--- config.mk ---
export PLATFORM = sky130hd
export DESIGN_NAME = hw_itr_ctrl_flat
export DESIGN_NICKNAME = d
export VERILOG_FILES = /design/src/rtl/hw_itr_pkg.sv /design/src/rtl/hw_itr_ctrl_if.sv /design/src/rtl/hw_itr_rr_arb.sv /design/src/rtl/hw_itr_ctrl.sv /design/src/flat_wrapper.sv
export SDC_FILE = /design/constraint.sdc
export NUM_CORES = 1
export LEC_CHECK = 0
export CAP_MARGIN = 20
export CORE_MARGIN = 4
export CORE_UTILIZATION = 45
export CTS_CLUSTER_SIZE = 30
export DETAILED_ROUTE_END_ITERATION = 12
export PLACE_DENSITY = 0.95
export SLEW_MARGIN = 0
export SYNTH_ARGS = -nofsm -noshare
export SYNTH_HDL_FRONTEND = slang
export SYNTH_SLANG_ARGS = --single-unit
--- constraint.sdc ---
create_clock -name clk -period 4.83 [get_ports clk]
set_input_delay 0.7245 -clock clk [delete_from_list [all_inputs] [get_ports clk]]
set_output_delay 0.7245 -clock clk [all_outputs]
set_load 0.03 [all_outputs]
--- src/rtl/hw_itr_pkg.sv ---
// Shared constants and types for the per-core hardware interrupt controller.
package hw_itr_pkg;

  localparam int                ITR_DEF_WARP_CNT      = 4;
  localparam int                ITR_DEF_NW_WIDTH      = 2;
  localparam int                ITR_DEF_NUM_IRQ       = 8;
  localparam int                ITR_DEF_CSR_ADDR_BITS = 12;
  localparam logic [11:0]       ITR_DEF_BASE          = 12'hBC0;
  localparam int                ITR_WIN               = 8;

  localparam logic [2:0] ITR_OFF_IE    = 3'd0;
  localparam logic [2:0] ITR_OFF_IP    = 3'd1;
  localparam logic [2:0] ITR_OFF_CAUSE = 3'd2;
  localparam logic [2:0] ITR_OFF_SWI   = 3'd3;
  localparam logic [2:0] ITR_OFF_EOI   = 3'd4;
  localparam logic [2:0] ITR_OFF_STATE = 3'd5;

  localparam int ITR_SW_CAUSE = 31;

  typedef enum logic [1:0] {
    IDLE    = 2'd0,
    REQ     = 2'd1,
    SERVICE = 2'd2
  } itr_state_t;

  // Index of the lowest set bit; 0 when nothing is set.
  function automatic logic [4:0] lowest_idx(input logic [31:0] v);
    lowest_idx = '0;
    for (int i = 31; i >= 0; i--) begin
      if (v[i]) lowest_idx = 5'(i);
    end
  endfunction

endpackage

--- src/rtl/hw_itr_ctrl_if.sv ---
// CSR bus from the scalar CSR unit plus the interrupt dispatch handshake to the scheduler.
interface hw_itr_ctrl_if #(
  parameter int NW_WIDTH      = 2,
  parameter int CSR_ADDR_BITS = 12,
  parameter int NUM_IRQ       = 8
);

  logic                      read_enable;
  logic [NW_WIDTH-1:0]       read_wid;
  logic [CSR_ADDR_BITS-1:0]  read_addr;
  logic [3:0][31:0]          read_data;

  logic                      write_enable;
  logic [NW_WIDTH-1:0]       write_wid;
  logic [CSR_ADDR_BITS-1:0]  write_addr;
  logic [3:0][31:0]          write_data;

  logic [NUM_IRQ-1:0]        irq_in;

  logic                      itr_valid;
  logic [NW_WIDTH-1:0]       itr_wid;
  logic [4:0]                itr_cause;
  logic                      itr_ready;

  modport master (
    output read_enable, read_wid, read_addr,
    input  read_data,
    output write_enable, write_wid, write_addr, write_data,
    output irq_in,
    input  itr_valid, itr_wid, itr_cause,
    output itr_ready
  );

  modport slave (
    input  read_enable, read_wid, read_addr,
    output read_data,
    input  write_enable, write_wid, write_addr, write_data,
    input  irq_in,
    output itr_valid, itr_wid, itr_cause,
    input  itr_ready
  );

endinterface

--- src/rtl/hw_itr_rr_arb.sv ---
// Round-robin arbiter over warps in REQ with a registered offer that holds until accepted.
module hw_itr_rr_arb
  import hw_itr_pkg::*;
#(
  parameter int WARP_CNT = ITR_DEF_WARP_CNT,
  parameter int NW_WIDTH = ITR_DEF_NW_WIDTH
) (
  input  logic                clk,
  input  logic                reset,
  input  logic [WARP_CNT-1:0] req,
  input  logic [4:0]          req_cause [WARP_CNT],
  input  logic                ready,
  output logic                valid,
  output logic [NW_WIDTH-1:0] wid,
  output logic [4:0]          cause,
  output logic [WARP_CNT-1:0] grant
);

  logic [NW_WIDTH-1:0] ptr;
  logic [NW_WIDTH-1:0] start;
  logic [NW_WIDTH-1:0] pick;
  logic [NW_WIDTH-1:0] idx;
  logic [WARP_CNT-1:0] cand;
  logic                found;
  logic                accept;

  assign accept = valid && ready;

  always_comb begin
    grant = '0;
    if (accept) grant[wid] = 1'b1;
    // The grantee is still in REQ this cycle; keep it from being re-offered.
    cand  = req & ~grant;
    start = accept ? NW_WIDTH'((32'(wid) + 32'd1) % WARP_CNT) : ptr;
    found = 1'b0;
    pick  = start;
    idx   = start;
    for (int i = 0; i < WARP_CNT; i++) begin
      idx = NW_WIDTH'((32'(start) + 32'(i)) % WARP_CNT);
      if (!found && cand[idx]) begin
        found = 1'b1;
        pick  = idx;
      end
    end
  end

  always_ff @(posedge clk) begin
    if (reset) begin
      ptr   <= '0;
      valid <= 1'b0;
      wid   <= '0;
      cause <= '0;
    end else begin
      if (accept) ptr <= start;
      if (valid && !ready) begin
        // Offer is frozen while waiting; a warp that withdrew costs one idle cycle.
        if (!req[wid]) valid <= 1'b0;
      end else begin
        valid <= found;
        if (found) begin
          wid   <= pick;
          cause <= req_cause[pick];
        end
      end
    end
  end

endmodule

--- src/rtl/hw_itr_ctrl.sv ---
// Per-core interrupt controller: per-warp IE/IP/FSM, IRQ edge detect, CSR window, dispatch.
module hw_itr_ctrl
  import hw_itr_pkg::*;
#(
  parameter int                       WARP_CNT      = ITR_DEF_WARP_CNT,
  parameter int                       NW_WIDTH      = ITR_DEF_NW_WIDTH,
  parameter int                       NUM_IRQ       = ITR_DEF_NUM_IRQ,
  parameter int                       CSR_ADDR_BITS = ITR_DEF_CSR_ADDR_BITS,
  parameter logic [CSR_ADDR_BITS-1:0] ITR_BASE      = CSR_ADDR_BITS'(ITR_DEF_BASE)
) (
  input logic          clk,
  input logic          reset,
  hw_itr_ctrl_if.slave bus
);

  localparam logic [31:0] IRQ_MASK = 32'((64'd1 << NUM_IRQ) - 64'd1);
  localparam logic [31:0] REG_MASK = IRQ_MASK | (32'd1 << ITR_SW_CAUSE);

  logic [31:0]         ie        [WARP_CNT];
  logic [31:0]         ip        [WARP_CNT];
  itr_state_t          state     [WARP_CNT];
  logic [31:0]         ip_next   [WARP_CNT];
  logic [31:0]         ip_set    [WARP_CNT];
  logic [31:0]         ip_clr    [WARP_CNT];
  logic [4:0]          cause_vec [WARP_CNT];
  logic [WARP_CNT-1:0] ie_we;
  logic [WARP_CNT-1:0] eoi;
  logic [WARP_CNT-1:0] pend;
  logic [WARP_CNT-1:0] req;
  logic [WARP_CNT-1:0] grant;

  logic [NUM_IRQ-1:0]  irq_q;
  logic                edge_armed;
  logic [31:0]         irq_set;

  logic [CSR_ADDR_BITS-1:0] rd_rel;
  logic [CSR_ADDR_BITS-1:0] wr_rel;
  logic                     rd_hit;
  logic                     wr_hit;
  logic [31:0]              wr_val;
  logic [31:0]              rd_pv;
  logic [31:0]              rdata;

  logic                arb_valid;
  logic [NW_WIDTH-1:0] arb_wid;
  logic [4:0]          arb_cause;

  // Edges are suppressed for the first cycle out of reset so a line held high
  // through reset is taken as the new baseline rather than a fresh request.
  assign irq_set = edge_armed ? 32'(bus.irq_in & ~irq_q) : 32'd0;

  assign rd_rel = bus.read_addr - ITR_BASE;
  assign wr_rel = bus.write_addr - ITR_BASE;
  assign rd_hit = bus.read_enable && (rd_rel < CSR_ADDR_BITS'(ITR_WIN))
               && (32'(bus.read_wid) < 32'(WARP_CNT));
  assign wr_hit = bus.write_enable && (wr_rel < CSR_ADDR_BITS'(ITR_WIN))
               && (32'(bus.write_wid) < 32'(WARP_CNT));
  assign wr_val = bus.write_data[0];

  wire unused_write_lanes = &{1'b0, bus.write_data[3:1]};

  always_comb begin
    for (int w = 0; w < WARP_CNT; w++) begin
      // NOTE: every always_comb output gets a default before any branch; a path
      // that leaves one unassigned would infer a latch.
      ie_we[w]  = 1'b0;
      eoi[w]    = 1'b0;
      ip_set[w] = irq_set;
      ip_clr[w] = '0;
      if (wr_hit && (bus.write_wid == NW_WIDTH'(w))) begin
        case (wr_rel[2:0])
          ITR_OFF_IE:  ie_we[w] = 1'b1;
          ITR_OFF_IP:  ip_clr[w] = wr_val;
          ITR_OFF_SWI: if (wr_val != '0) ip_set[w][ITR_SW_CAUSE] = 1'b1;
          ITR_OFF_EOI: begin
            eoi[w]    = 1'b1;
            ip_clr[w] = 32'd1 << wr_val[4:0];
          end
          default: ;
        endcase
      end
      // Clear is applied first so a simultaneous set survives.
      ip_next[w]   = ((ip[w] & ~ip_clr[w]) | ip_set[w]) & REG_MASK;
      pend[w]      = |(ip[w] & ie[w]);
      req[w]       = (state[w] == REQ);
      cause_vec[w] = lowest_idx(ip[w] & ie[w]);
    end
  end

  always_ff @(posedge clk) begin
    if (reset) begin
      irq_q      <= '0;
      edge_armed <= 1'b0;
      // NOTE: these per-warp arrays are plain flops, not RAM, so resetting every
      // entry in a loop is legal and required for a defined post-reset state.
      for (int w = 0; w < WARP_CNT; w++) begin
        ie[w]    <= '0;
        ip[w]    <= '0;
        state[w] <= IDLE;
      end
    end else begin
      // NOTE: non-blocking assignments here so every register samples the
      // pre-edge values, independent of statement order.
      irq_q      <= bus.irq_in;
      edge_armed <= 1'b1;
      for (int w = 0; w < WARP_CNT; w++) begin
        if (ie_we[w]) ie[w] <= wr_val & REG_MASK;
        ip[w] <= ip_next[w];
        case (state[w])
          IDLE:    if (pend[w]) state[w] <= REQ;
          REQ: begin
            if (grant[w])      state[w] <= SERVICE;
            else if (!pend[w]) state[w] <= IDLE;
          end
          SERVICE: if (eoi[w]) state[w] <= IDLE;
          default: state[w] <= IDLE;
        endcase
      end
    end
  end

  always_comb begin
    rdata = '0;
    rd_pv = '0;
    if (rd_hit) begin
      rd_pv = ip[bus.read_wid] & ie[bus.read_wid];
      case (rd_rel[2:0])
        ITR_OFF_IE:    rdata = ie[bus.read_wid];
        ITR_OFF_IP:    rdata = ip[bus.read_wid];
        ITR_OFF_CAUSE: rdata = {|rd_pv, 26'b0, lowest_idx(rd_pv)};
        ITR_OFF_STATE: rdata = {30'b0, state[bus.read_wid]};
        default:       rdata = '0;
      endcase
    end
  end

  assign bus.read_data = {4{rdata}};

  hw_itr_rr_arb #(
    .WARP_CNT (WARP_CNT),
    .NW_WIDTH (NW_WIDTH)
  ) u_arb (
    .clk       (clk),
    .reset     (reset),
    .req       (req),
    .req_cause (cause_vec),
    .ready     (bus.itr_ready),
    .valid     (arb_valid),
    .wid       (arb_wid),
    .cause     (arb_cause),
    .grant     (grant)
  );

  assign bus.itr_valid = arb_valid;
  assign bus.itr_wid   = arb_wid;
  assign bus.itr_cause = arb_cause;

endmodule
--- src/flat_wrapper.sv ---
// flat-port wrapper written by rule: the top's interface ports become plain ports
module hw_itr_ctrl_flat import hw_itr_pkg::*;
#(
  parameter int                       WARP_CNT      = ITR_DEF_WARP_CNT,
  parameter int                       NW_WIDTH      = ITR_DEF_NW_WIDTH,
  parameter int                       NUM_IRQ       = ITR_DEF_NUM_IRQ,
  parameter int                       CSR_ADDR_BITS = ITR_DEF_CSR_ADDR_BITS,
  parameter logic [CSR_ADDR_BITS-1:0] ITR_BASE      = CSR_ADDR_BITS'(ITR_DEF_BASE)
)
  (clk, reset, bus_read_enable, bus_read_wid, bus_read_addr, bus_read_data, bus_write_enable, bus_write_wid, bus_write_addr, bus_write_data, bus_irq_in, bus_itr_valid, bus_itr_wid, bus_itr_cause, bus_itr_ready);
  hw_itr_ctrl_if #(.NW_WIDTH(NW_WIDTH), .CSR_ADDR_BITS(CSR_ADDR_BITS), .NUM_IRQ(NUM_IRQ)) bus_i ();
  input logic clk;
  input logic reset;
  input wire logic [$bits(bus_i.read_enable)-1:0] bus_read_enable;
  input wire logic [$bits(bus_i.read_wid)-1:0] bus_read_wid;
  input wire logic [$bits(bus_i.read_addr)-1:0] bus_read_addr;
  output wire logic [$bits(bus_i.read_data)-1:0] bus_read_data;
  input wire logic [$bits(bus_i.write_enable)-1:0] bus_write_enable;
  input wire logic [$bits(bus_i.write_wid)-1:0] bus_write_wid;
  input wire logic [$bits(bus_i.write_addr)-1:0] bus_write_addr;
  input wire logic [$bits(bus_i.write_data)-1:0] bus_write_data;
  input wire logic [$bits(bus_i.irq_in)-1:0] bus_irq_in;
  output wire logic [$bits(bus_i.itr_valid)-1:0] bus_itr_valid;
  output wire logic [$bits(bus_i.itr_wid)-1:0] bus_itr_wid;
  output wire logic [$bits(bus_i.itr_cause)-1:0] bus_itr_cause;
  input wire logic [$bits(bus_i.itr_ready)-1:0] bus_itr_ready;
  assign bus_i.read_enable = bus_read_enable;
  assign bus_i.read_wid = bus_read_wid;
  assign bus_i.read_addr = bus_read_addr;
  assign bus_read_data = bus_i.read_data;
  assign bus_i.write_enable = bus_write_enable;
  assign bus_i.write_wid = bus_write_wid;
  assign bus_i.write_addr = bus_write_addr;
  assign bus_i.write_data = bus_write_data;
  assign bus_i.irq_in = bus_irq_in;
  assign bus_itr_valid = bus_i.itr_valid;
  assign bus_itr_wid = bus_i.itr_wid;
  assign bus_itr_cause = bus_i.itr_cause;
  assign bus_i.itr_ready = bus_itr_ready;
  hw_itr_ctrl #(.WARP_CNT(WARP_CNT), .NW_WIDTH(NW_WIDTH), .NUM_IRQ(NUM_IRQ), .CSR_ADDR_BITS(CSR_ADDR_BITS), .ITR_BASE(ITR_BASE)) u_core (.clk(clk), .reset(reset), .bus(bus_i));
endmodule
==> results.md, run 1 <==
- FF+latch area: 2400 um^2
- Hold buffer count at cts: 0
- Worst EP required: 4.11 ns
- H-tree levels: 3
- R2r startpoint: u_core.u_arb.wid[0]$_SDFFE_PP0P_
- PD cells: 325 nW/um^2
- Worst-margin pin slew: 0.987 ns
- Mux share of post-synthesis cell area: 0.113
- Adder-cell share of the synthesized area: 0.00776
- Routed vias: 5,445
- Number of flops mapped to enable cells by yosys: 44
- Clock skew: 0.00609 ns
- Most common cell after layout, fill and taps aside: clkdlybuf4s50_1
- FF+latch count, synth: 98
- Overflow after GRT: 0
- Final GP Congestion: 0.964
- Unrepaired setup endpoints after global routing: false
- DR DRC count: 0
- HP Class: reg2reg
- Ys async rst share: 0
- Setup tns final: 0 ns
- Final antenna diode count: 0
- FF-to-FF path depth: 8
- CTS Buf Count: 9
- Sink Count: 98
- WHS Endpoint: u_core.ip[0][4]$_SDFF_PP0_
- Overall global routing resource usage: 0.215
- IO buf count: 116
- Clock-pin slew on the worst setup and hold paths: 0.06 ns
- Slew HR: 0.340
- Vias per cell: 5.67
- Die area: 16,300 um^2
- Data arrival, critical path: 3.66 ns
- Fillcell total: 1,245
- Status: completed
- Clk buf depth: 2
- Most frequent cells in the layout: clkdlybuf4s50_1 (95), conb_1 (92), nand2_1 (68)
- Cell Area, Synth: 6450 um^2
- Largest family of logic cells by synthesized area: simple AND/OR/NAND/NOR gates
- Drt wl/cell: 18.8 um
- Worst Min Path Start: u_core.ip[0][4]$_SDFF_PP0_
- Detail Placement HPWL: 14,300 um
- Cell area after layout: 7490 um^2
- First-pass GRT wire length: 27,300 um
- Final ANT Viol Nets: 0
- Mean cell area of the mapped netlist: 9.26 um^2
- Later-pin clock latency in the skew report: 0.34 ns
- Post-Synthesis Cells: 697
- Post-DP Area: 7200 um^2
- Pre-antenna DRT Iters: 8
- Min Tclk post-route: 4.38 ns
- Slew Viols, Final: 0
- Multi-input gate area: 3350 um^2
- FMAX: 228 MHz
- Total power: 2.43 mW
- VDD IR max: 214 uV
- Critical Path End Type: output pin
- Synth cell types: 58
- Cts repair resizes: 0
- Site Rows: 43
- Top FF cell, synth: dfxtp_1
- Crit-path cells: clkdlybuf4s50_1, buf_12, mux4_2, and2_1, a21oi_1, nand4_1, o311ai_1, a21oi_1, clkdlybuf4s50_1
- Number of global-route vias before repair: 5,075
- Crit path kind: in2out
- Starting Density: 0.463
- Setup bufs post-CTS: 0
- Reg-to-reg endpoint: u_core.u_arb.cause[2]$_SDFFE_PP0P_
- Largest net degree at the start of global routing: 59
- Die X: 128 um
- Share of cells above drive strength 1: 0.0999
- Slowest stage cell, crit path: clkdlybuf4s50_1
- Yosys warning count: 0
- Die Ht: 128 um
- Hold WS: 0.522 ns
- TritonCTS clock tree: built
- WL final: 18,000 um
- Clock Tree Root: clkbuf_16
- Compound-Gate Fraction of Synth Area: 0.149
- Largest stage delay on the critical path: 0.64 ns
- Synth Area in XOR/XNOR: 0
- IO Count: 305
- Initial antenna violation count: 0
- Nets: 949
- Core Region: 13,900 um^2
- Hold path depth: 2
- Leakage power: 2.92 nW
- Iteration-0 DRC Markers: 661
- Post-synthesis sequential area ratio: 0.372
- Area Overhead vs Synth: 16.1%
- Setup-failing EPs final: 0
- Worst setup SP type: input port
- Synth Area in Simple Gates: 0.196
- Crit-path max FO: 20
- Final Hold Viols: 0
- Reg2reg setup slack: 2.25 ns
- Period utilization: 0.908
- Max-cap viol count: 0
## cell type report
type                    instances  area share
well taps                     180      0.0301
repair buffers                121       0.159
clock buffers                  11      0.0339
multi-input cells             537       0.447
flip-flops and latches         98       0.321
inverters                       9     0.00451
clock inverters                 5     0.00468
## logic make-up (layout without fill, tap and decap cells)
logic type / Yosys count / in the layout
flip-flops: 98 / 98
other: 1 / 92
buffers and inverters: 153 / 146
adder cells (fa/ha/maj): 4 / 4
AO/OA/AOI/OAI: 154 / 154
multiplexers: 45 / 45
AND/OR/NAND/NOR: 242 / 242
## critical path, delay by kind of cell
kind | cells | cell delay (ns)
AO/OA/AOI/OAI | 3 | 0.70
buffers and inverters | 3 | 1.34
multiplexers | 1 | 0.55
AND/OR/NAND/NOR | 2 | 0.33
## through the flow
stage / instances / util / setup slack, ns
4_1_cts: 961 / 0.538 / 0.391
6_report: 961 / 0.538 / 0.446
2_1_floorplan: 788 / - / 1.02
5_1_grt: 961 / 0.538 / 0.201
3_3_place_gp: 945 / 0.517 / 0.388
3_5_place_dp: 945 / 0.517 / 0.394
## flip-flops by register name (all words and copies together) (netlist names)
signal	flops
u_core.state	8
u_core.edge_armed	1
u_core.u_arb.valid	1
u_core.ip	36
u_core.u_arb.cause	4
u_core.ie	36
u_core.u_arb.wid	2
u_core.irq_q	8
u_core.u_arb.ptr	2
## synth_stat cells, drive strengths merged, types with 2 or more instances
| library cell | count | area share |
|---|---|---|
| a21o | 5 | 0.0058 |
| a21oi | 53 | 0.041 |
| a222oi | 5 | 0.0078 |
| a22o | 5 | 0.0068 |
| a22oi | 18 | 0.021 |
| a31oi | 3 | 0.0029 |
| a32oi | 2 | 0.0027 |
| and2 | 42 | 0.041 |
| and3 | 3 | 0.0029 |
| buf | 126 | 0.15 |
| clkbuf | 18 | 0.010 |
| dfxtp | 54 | 0.17 |
| edfxtp | 44 | 0.20 |
| ha | 4 | 0.0078 |
| inv | 9 | 0.0052 |
| mux2 | 9 | 0.016 |
| mux2i | 15 | 0.023 |
| mux4 | 21 | 0.073 |
| nand2 | 68 | 0.040 |
| nand2b | 9 | 0.0087 |
| nand3 | 16 | 0.012 |
| nand3b | 9 | 0.010 |
| nand4 | 5 | 0.0048 |
| nand4b | 2 | 0.0027 |
| nor2 | 41 | 0.024 |
| nor2b | 11 | 0.011 |
| nor3 | 8 | 0.0070 |
| nor3b | 3 | 0.0035 |
| nor4 | 13 | 0.013 |
| nor4b | 2 | 0.0027 |
| o211ai | 3 | 0.0035 |
| o21ai | 43 | 0.033 |
| o221ai | 5 | 0.0078 |
| o22a | 2 | 0.0027 |
| o22ai | 2 | 0.0029 |
| or2 | 4 | 0.0039 |
| or4b | 4 | 0.0068 |
## power breakdown
group	internal, mW	leakage (nW)	switching (mW)
Sequential	0.947	0.874	0.0886
Clock	0.382	0.141	0.312
Combinational	0.286	1.90	0.418
Total	1.61	2.92	0.818
## per-layer routing
| metal | track usage | wire, um |
|---|---|---|
| met4 | 0.0905 | 619 |
| met1 | 0.285 | 6750 |
| met2 | 0.350 | 8460 |
| met5 | 0 | 0 |
| met3 | 0.0350 | 2220 |
## worst max-delay path by stage
stage | from | endpoint
5_1_grt | bus_read_wid[0] | bus_read_data[127]
4_1_cts | bus_read_wid[0] | bus_read_data[31]
6_report | bus_read_wid[0] | bus_read_data[31]
3_3_place_gp | bus_read_wid[0] | bus_read_data[95]
2_1_floorplan | bus_read_wid[0] | bus_read_data[100]
3_5_place_dp | bus_read_wid[0] | bus_read_data[31]
Note: power is estimated with default switching activity, not from simulation.
==> run 2, diff against run 1 <==
--- a/config.mk
+++ b/config.mk
@@ -15,3 +15,4 @@
 export SYNTH_ARGS = -nofsm -noshare
 export SYNTH_HDL_FRONTEND = slang
 export SYNTH_SLANG_ARGS = --single-unit
+export TNS_END_PERCENT = 50
==> results of run 2 <==
No change in the layout: final DEF, timing and power equal those of run 1.
==> run 3, diff against run 2 <==
--- a/config.mk
+++ b/config.mk
@@ -6,7 +6,6 @@
 export NUM_CORES = 1
 export LEC_CHECK = 0
 export CAP_MARGIN = 20
-export CORE_MARGIN = 4
 export CORE_UTILIZATION = 45
 export CTS_CLUSTER_SIZE = 30
 export DETAILED_ROUTE_END_ITERATION = 12
==> run 3 against run 2 <==
  * The run now ends with design-rule violations left
  * Largest power group unchanged
  * Via count rose by 1.6%
  * Sequential share of layout area rose by 0.054 points
  * Maximum frequency fell by 1.0%
  * Non-clock buffer count fell by 1
  * First-iteration DRC count fell by 11%
  * Cell area fell by 0.17%
  * Die area fell by 9.2%
  * Clock power rose by 6.2%
  * Final cell count fell by 0.10%
==> results.md, run 3 (synthesis results as in run 1) <==
- Status: finished, violations left (was completed)
- Failing checks: design-rule violations
- Die Ht: 122 um (was 128 um)
- H-tree levels: 3 (unchanged)
- CTS Buf Count: 9 (unchanged)
- First-pass GRT wire length: 26,500 um (was 27,300 um)
- DR DRC count: 1 (was 0)
- CP Depth: 9 (unchanged)
- Most frequent cells in the layout: clkdlybuf4s50_1 (95), conb_1 (92), nand2_1 (68) (unchanged)
- Number of global-route vias before repair: 4,812 (was 5,075)
- Die area: 14,800 um^2 (was 16,300 um^2)
- Clock-pin slew on the worst setup and hold paths: 0.07 ns (was 0.06 ns)
- Clk buf depth: 2 (unchanged)
- Nets: 948 (was 949)
- Clock power frac: 0.297 (was 0.285)
- Most common cell after layout, fill and taps aside: clkdlybuf4s50_1 (unchanged)
- Largest stage delay on the critical path: 0.64 ns (about the same)
- Final GP Congestion: 1.00 (was 0.964)
- Cts repair resizes: 0 (unchanged)
- Largest regs: u_core.ie (36), u_core.ip (36) (unchanged)
- Starting Density: 0.463 (unchanged)
- Routed vias: 5,532 (was 5,445)
- Final non-filler cell total: 960 (was 961)
- FMAX: 226 MHz (was 228 MHz)
- Data arrival, critical path: 3.71 ns (was 3.66 ns)
- PD cells: 332 nW/um^2 (was 325 nW/um^2)
- Period utilization: 0.917 (was 0.908)
- Slowest stage cell, crit path: clkdlybuf4s50_1 (unchanged)
- IO buf count: 116 (unchanged)
- Overflow after GRT: 0 (unchanged)
- Drt wl/cell: 18.1 um (was 18.8 um)
- Final ANT Viol Nets: 0 (unchanged)
- Final antenna diode count: 0 (unchanged)
- Setup-failing EPs final: 0 (unchanged)
- Max-cap viol count: 0 (unchanged)
- WL final: 17,300 um (was 18,000 um)
- Internal Power: 1.65 mW (was 1.61 mW)
- VDD IR max: 212 uV (was 214 uV)
- Setup tns final: 0 ns (unchanged)
- Cell area after layout: 7480 um^2 (was 7490 um^2)
- Die X: 122 um (was 128 um)
- Clock skew: 0.00842 ns (was 0.00609 ns)
- Unrepaired setup endpoints after global routing: false (unchanged)
- Hold path depth: 2 (unchanged)
- HP Class: reg2reg (unchanged)
- Largest net degree at the start of global routing: 60 (was 59)
- Family with the most delay on the worst path: buffers and inverters (unchanged)
- FF-to-FF path depth: 8 (unchanged)
- Hold buffer count at cts: 0 (unchanged)
- Final Hold Viols: 0 (unchanged)
- Detail Placement HPWL: 13,600 um (was 14,300 um)
- Sw power: 0.834 mW (was 0.818 mW)
- Combinational Power Share: 0.286 (was 0.289)
- Crit-path cells: clkdlybuf4s50_1, buf_12, mux4_2, and2_1, a21oi_1, nand4_1, o311ai_1, a21oi_1, clkdlybuf4s50_1 (unchanged)
- Critical Path End Type: output pin (unchanged)
- Core Region: 13,900 um^2 (unchanged)
- Later-pin clock latency in the skew report: 0.35 ns (was 0.34 ns)
- Iteration-0 DRC Markers: 591 (was 661)
- Setup bufs post-CTS: 0 (unchanged)
- Sink Count: 98 (unchanged)
- Worst EP required: 4.11 ns (about the same)
- Place WS: 0.372 ns (was 0.394 ns)
- # placed instances: 944 (was 945)
- Leakage power: 2.92 nW (about the same)
- Worst setup SP type: input port (unchanged)
- IO Count: 305 (unchanged)
- Post-DP Area: 7170 um^2 (was 7200 um^2)
- Site Rows: 43 (unchanged)
- Min Tclk post-route: 4.43 ns (was 4.38 ns)
- Clock Tree Root: clkbuf_16 (unchanged)
- Crit path kind: in2out (unchanged)
- Seq pwr share: 0.417 (was 0.426)
- Vias per cell: 5.76 (was 5.67)
- Initial antenna violation count: 0 (unchanged)
- Worst-margin pin slew: 1.18 ns (was 0.987 ns)
- Crit-path max FO: 20 (unchanged)
- WP buf/inv: 3 (unchanged)
- Slew HR: 0.214 (was 0.340)
- Final core occ: 0.537 (was 0.538)
- Area Overhead vs Synth: 15.9% (was 16.1%)
- Share of cells above drive strength 1: 0.0987 (was 0.0999)
- Pre-antenna DRT Iters: 11 (was 8)
- TritonCTS clock tree: built (unchanged)
- Sw frac: 0.336 (about the same)
- Slew Viols, Final: 0 (unchanged)
- Setup ws final: 0.400 ns (was 0.446 ns)
- Overall global routing resource usage: 0.239 (was 0.215)
run 3: cell types whose count changed in the layout (fill, tap and decap cells not counted), sizes merged:
| cell | change |
|---|---|
| buf | -1 |
| clkbuf | +1 |
| clkinv | -1 |
run 3: power groups by stage:
stage	combinational (mW)	sequential (mW)	clock (mW)
floorplan	0.546	1.05	0
global placement	0.683	1.04	0
detailed placement	0.697	1.05	0
CTS	0.699	1.03	0.734
global route	0.758	1.04	0.774
finish	0.708	1.03	0.737
run 3: layout make-up:
| type | count | area, um^2 |
|---|---|---|
| clock buffers | 12 | 279 |
| fillers | 1192 | 6450 |
| multi-input cells | 537 | 3350 |
| repair buffers | 120 | 1160 |
| inverters | 9 | 33.8 |
| clock inverters | 4 | 30.0 |
| flip-flops and latches | 98 | 2400 |
| well taps | 180 | 225 |
run 3: metrics by stage:
stage / total power, mW / hold WS [ns]
2_1_floorplan: 1.59 / 0.464
3_3_place_gp: 1.73 / 0.485
3_5_place_dp: 1.74 / 0.488
4_1_cts: 2.46 / 0.496
5_1_grt: 2.58 / 0.519
6_report: 2.48 / 0.500
run 3: worst paths after layout:
check / start / to / slack, ns
max: bus_read_wid[0] / bus_read_data[95] / 0.40
min: u_core.u_arb.cause[1]$_SDFFE_PP0P_ / u_core.u_arb.cause[1]$_SDFFE_PP0P_ / 0.50
max reg2reg: u_core.u_arb.wid[0]$_SDFFE_PP0P_ / u_core.u_arb.cause[2]$_SDFFE_PP0P_ / 2.21
min reg2reg: u_core.u_arb.cause[1]$_SDFFE_PP0P_ / u_core.u_arb.cause[1]$_SDFFE_PP0P_ / 0.50
run 3: worst reg2reg max path: stages (launching register included):
cell and delay, ns:
dfxtp_1 0.40, inv_1 0.13, ha_1 0.33, mux2i_1 0.36
nand2_1 0.09, a21oi_1 0.17, o22a_1 0.53, mux2i_1 0.34
o221ai_1 0.13
run 3: layer usage:
| layer | global-route usage | part of all wire | up-vias | routed length (um) |
|---|---|---|---|---|
| met3 | 0.0332 | 0.11 | 42 | 1980 |
| met1 | 0.309 | 0.38 | 2595 | 6570 |
| met4 | 0.0787 | 0.025 | 0 | 433 |
| met2 | 0.408 | 0.48 | 424 | 8340 |
| li1 | - | - | 2471 | - |
| met5 | 0 | 0 | - | 0 |
